## config.mk

```make
export PLATFORM = sky130hd
export DESIGN_NAME = timer_counter
export DESIGN_NICKNAME = d
export VERILOG_FILES = /design/src/rtl/timer_counter.sv
export SDC_FILE = /design/constraint.sdc
export NUM_CORES = 1
export LEC_CHECK = 0
export BUFFER_PORTS_ARGS = -buffer_cell sky130_fd_sc_hd__clkbuf_2
export CORE_ASPECT_RATIO = 0.6
export CORE_UTILIZATION = 49
export CTS_CLUSTER_DIAMETER = 50
export DETAILED_ROUTE_END_ITERATION = 10
export HOLD_SLACK_MARGIN = 0.08
export PLACE_DENSITY = 0.83
export SLEW_MARGIN = 15
export SYNTH_ARGS = -nofsm -noshare
export SYNTH_HDL_FRONTEND = slang
export SYNTH_SLANG_ARGS = --single-unit
```

## constraint.sdc

```tcl
create_clock -name clk -period 2.8 [get_ports clk]
set_input_delay 0.56 -clock clk [delete_from_list [all_inputs] [get_ports clk]]
set_output_delay 0.56 -clock clk [all_outputs]
set_load 0.02 [all_outputs]
```

## src/rtl/timer_counter.sv

```systemverilog
// Memory-mapped down-counting timer on the CPU bus (CTRL/PRESET/COUNT window).
// Supports one-shot and auto-reload modes; IRQ is the masked expiry flag.
module timer_counter #(
    parameter logic [31:0] BASE = 32'h0000_7F00
) (
    input  logic        clk,
    input  logic        reset,
    input  logic [29:0] Addr,
    input  logic        WE,
    input  logic [31:0] Din,
    output logic [31:0] Dout,
    output logic        IRQ
);

    typedef enum logic [1:0] {S_IDLE, S_LOAD, S_CNT, S_INT} state_t;

    state_t      state_q, state_d;
    logic [3:0]  ctrl_q, ctrl_d;
    logic [31:0] preset_q, preset_d;
    logic [31:0] count_q, count_d;
    logic        irq_q, irq_d;

    logic        hit;
    logic [1:0]  idx;
    logic        wr_ctrl, wr_preset;
    logic        auto_rl;
    logic        irq_set, irq_auto_clr;

    // Addr is a word address, so byte address bits [31:4] live in Addr[29:2].
    assign hit       = (Addr[29:2] == BASE[31:4]);
    assign idx       = Addr[1:0];
    assign wr_ctrl   = WE && hit && (idx == 2'd0);
    assign wr_preset = WE && hit && (idx == 2'd1);
    assign auto_rl   = (ctrl_q[2:1] == 2'b01);
    assign IRQ       = irq_q & ctrl_q[3];

    always_comb begin
        Dout = 32'h0;
        if (hit) begin
            case (idx)
                2'd0:    Dout = {28'h0, ctrl_q};
                2'd1:    Dout = preset_q;
                2'd2:    Dout = count_q;
                default: Dout = 32'h0;
            endcase
        end
    end

    always_comb begin
        state_d      = state_q;
        ctrl_d       = ctrl_q;
        preset_d     = preset_q;
        count_d      = count_q;
        irq_d        = irq_q;
        irq_set      = 1'b0;
        irq_auto_clr = 1'b0;

        case (state_q)
            S_IDLE: begin
                if (ctrl_q[0]) state_d = S_LOAD;
            end
            S_LOAD: begin
                count_d = preset_q;
                state_d = S_CNT;
            end
            S_CNT: begin
                if (!ctrl_q[0]) begin
                    state_d = S_IDLE;
                end else if (count_q > 32'd1) begin
                    count_d = count_q - 32'd1;
                end else begin
                    count_d = 32'd0;
                    irq_set = 1'b1;
                    state_d = S_INT;
                end
            end
            S_INT: begin
                state_d = S_IDLE;
                if (auto_rl) irq_auto_clr = 1'b1;
                else         ctrl_d[0]    = 1'b0;
            end
            default: state_d = S_IDLE;
        endcase

        // One-shot acknowledge: a PRESET write or a CTRL write that re-arms EN.
        // Writing only IM leaves the flag so a pending expiry shows at once.
        if ((wr_preset || (wr_ctrl && Din[0])) && (state_q != S_INT)) irq_d = 1'b0;
        if (irq_auto_clr) irq_d = 1'b0;
        if (irq_set)      irq_d = 1'b1;

        // Bus writes override the FSM's EN clear in the same cycle.
        if (wr_ctrl)   ctrl_d   = Din[3:0];
        if (wr_preset) preset_d = Din;
    end

    always_ff @(posedge clk or negedge reset) begin
        if (!reset) begin
            state_q  <= S_IDLE;
            ctrl_q   <= 4'h0;
            preset_q <= 32'h0;
            count_q  <= 32'h0;
            irq_q    <= 1'b0;
        end else begin
            state_q  <= state_d;
            ctrl_q   <= ctrl_d;
            preset_q <= preset_d;
            count_q  <= count_d;
            irq_q    <= irq_d;
        end
    end

endmodule

```

==> flow_summary.yaml <==
grt:
  antenna_found_initial: 0
  grt_remaining_overflow: 0
  grt_max_degree: 72
  grt_use_total_pct: 31.4
  grt_pass1_wl_um: 21200
  grt_pass1_vias: 4070
power_and_ir_drop:
  p_comb_share_pct: 4.2
  switching_share_pct: 20.8
  power_mw: 2.39
  seq_power_share_pct: 42.9
  p_int_mw: 1.90
  clkPwrFrac_pct: 53.0
  p_leak_nw: 2.62
  ir_drop_v: 0.000333
  power.net_switching_uw: 498
  power_density_mw_per_mm2: 444
yosys:
  synth_cell_types: 53
  ys_seq_elements: 71
  yosysWarnings: 0
  synth_edf_count: 0
  async_flop_share_pct: 100
  syn-cell-area_mm2: 0.00418
  syn_inst: 448
  avgSynthCellArea_um2: 9.33
  synth-seq-area-share_pct: 42.5
  synth_flop_cell: "dfrtp_1"
  synthesis.nets: 515
worst_setup_path:
  cp_slowest_stage_delay_ns: 0.58
  r2r_cells: 6
  crit_path_frequent_cell: "or4_1"
  arrival_ns: 2.91
  crit_type: "register to register"
  cp_max_fo: 5
  crit_path_cell_trace: "or4_1 > or4_4 > buf_4 > or4_1 > o311ai_1 > o211ai_1"
  required_ns: 3.00
  cp-start-kind: "register"
  cp_slowest_cell: "or4_1"
  cp-end-kind: "register"
routing:
  vias: 4373
  drt_wl_total_um: 13100
  drtIter0Drc: 506
  drc: 0
  post_drt_wl_per_cell_um: 19.3
  viasPerCell: 6.43
  first_pass_iters: 6
  ant_nets: 0
die:
  num_rows: 25
  die_w_um: 121
  dieArea_mm2: 0.00892
  io_pins: 98
  core_mm2: 0.00807
  start_util_pct: 51.8
  die-height_um: 73.5
timing:
  setup_violations: 0
  fmax_ghz: 0.369
  hold_viol: 0
  fin_tns_setup_ns: 0
  tightest_slew_ns: 0.934
  fin_crit_ns: 2.71
  relSlewSlack_pct: 37.5
  finalClockSkew_ns: 0.00688
  fin_crit_sh_pct: 96.9
  grt_setup_unrepaired: "false"
  slew_viol_final: 0
clocking:
  numClockSinks: 71
  cts_tree: "yes"
  cts_root_buf: "clkbuf_16"
  clockBufferDepth: 2
  htree_num_levels: 3
  cts_setup_buffers: 0
  clkSlewWorstSetupHoldPaths_ns: 0.06
  clock_latency_ns: 0.34
  numCtsBuffers: 9
placed_design:
  dpl.hpwl_um: 9430
  place_area_mm2: 0.00504
  gp_congestion: 1.04
  numPortBuffers: 97
flow_run:
  cap_violations: 0
hold_path:
  min_path_type: "input pin to asynchronous set/reset pin"
layout:
  finish.utilization_pct: 66.9
  n_antenna_cell: 0
  fin_area_mm2: 0.00540
  nets: 634
  areaGrowthSynthToFinish_pct: 29.1
  drive_gt1_share_pct: 36.7
outcome:
  status: "complete, no violations"
## layer usage
| metal | track usage (%) | routed length [µm] |
|---|---|---|
| met1 | 44.3 | 5770 |
| met2 | 46.8 | 5680 |
| met3 | 8.46 | 1360 |
| met4 | 10.2 | 292 |
| met5 | 0 | 0 |
## through the flow
step	worst slack [ns]	instances	hold slack [ns]
detailed placement	0.0667	664	0.522
finish	0.0863	680	0.226
global route	0.0258	680	0.259
CTS	0.0391	680	0.256
floorplan	0.115	448	0.264
global placement	0.113	664	0.511
## final cells by class
cell class / count / area, µm²
Clock inverter: 5 / 80.1
Timing Repair Buffer: 143 / 856
Clock buffer: 11 / 253
Tap cell: 108 / 135
Inverter: 5 / 18.8
Fill cell: 683 / 2670
Sequential cell: 71 / 1780
Multi-Input combinational cell: 337 / 2280
## Yosys cell counts, drive strengths merged, types with 4 or more instances
master	instances	area (µm²)
a21oi	12	60.1
nor3	10	50.1
buf	7	33.8
or3	6	42.5
inv	5	18.8
o311ai	8	70.1
nand3	28	140
or4	9	67.6
nand2b	4	25.0
and3	4	25.0
nor4	13	81.3
nand4	5	31.3
nand2	24	92.6
or2	4	25.0
mux2i	4	40.0
o211ai	12	90.1
a22oi	48	360
a32oi	5	43.8
nor2b	6	37.5
mux2	35	394
clkbuf	28	105
nor2	53	199
o21ai	9	45.0
dfrtp	71	1780
## sequential cells by signal (all words and copies together), names as in the netlist
| signal | count |
|---|---|
| state_q | 2 |
| count_q | 32 |
| ctrl_q | 4 |
| irq_q | 1 |
| preset_q | 32 |
## worst max-delay path, delay by kind of cell (launching register included)
kind	cells	cell delay, ns
DFF	1	0.37
and+or+nand+nor	3	1.65
buffers and inverters	1	0.18
AOI/OAI and AO/OA	2	0.38
## power by group through the flow
stage	Sequential, mW	Clock (mW)	Combinational, mW
after floorplan	1.05	0	0.0199
after global placement	1.04	0	0.0946
after detailed placement	1.04	0	0.0986
after CTS	1.03	1.28	0.0993
after global routing	1.03	1.33	0.109
final	1.03	1.27	0.0997
## cell families after synthesis
| family | Yosys count | share of synthesized area [%] |
|---|---|---|
| compound gates | 116 | 20.2 |
| buf+inv | 40 | 3.77 |
| mux | 39 | 10.4 |
| simple gates | 180 | 22.5 |
| flops | 71 | 42.5 |
| fa+ha+maj | 2 | 0.599 |
## final timing paths
check / endpoint / slack, ns / start
min in group clk: preset_q[14] / 0.45 / Din[14]
max reg2reg: count_q[31] / 0.09 / count_q[12]
min: ctrl_q[3] / 0.23 / reset
max in group asynchronous: count_q[24] / 2.23 / reset
max: count_q[31] / 0.09 / count_q[12]
min reg2reg: preset_q[9] / 0.54 / preset_q[9]
## repair_timing
action,in CTS,in global routing
endpoints found under the setup margin,0,4
gates resized for setup,0,4
hold buffers,0,0
## placed cells by master, fill, tap and decap left out, types with 10 or more instances in the layout
cell type   n
dfrtp_1    71
nor4_1     13
nor2_1     52
mux2_2     35
a22oi_1    48
nand2_1    23
a21oi_1    12
buf_4      44
nand3_1    28
o211ai_1   12
nor3_1     10
clkbuf_2   96
(Power assumes the default switching activity.)
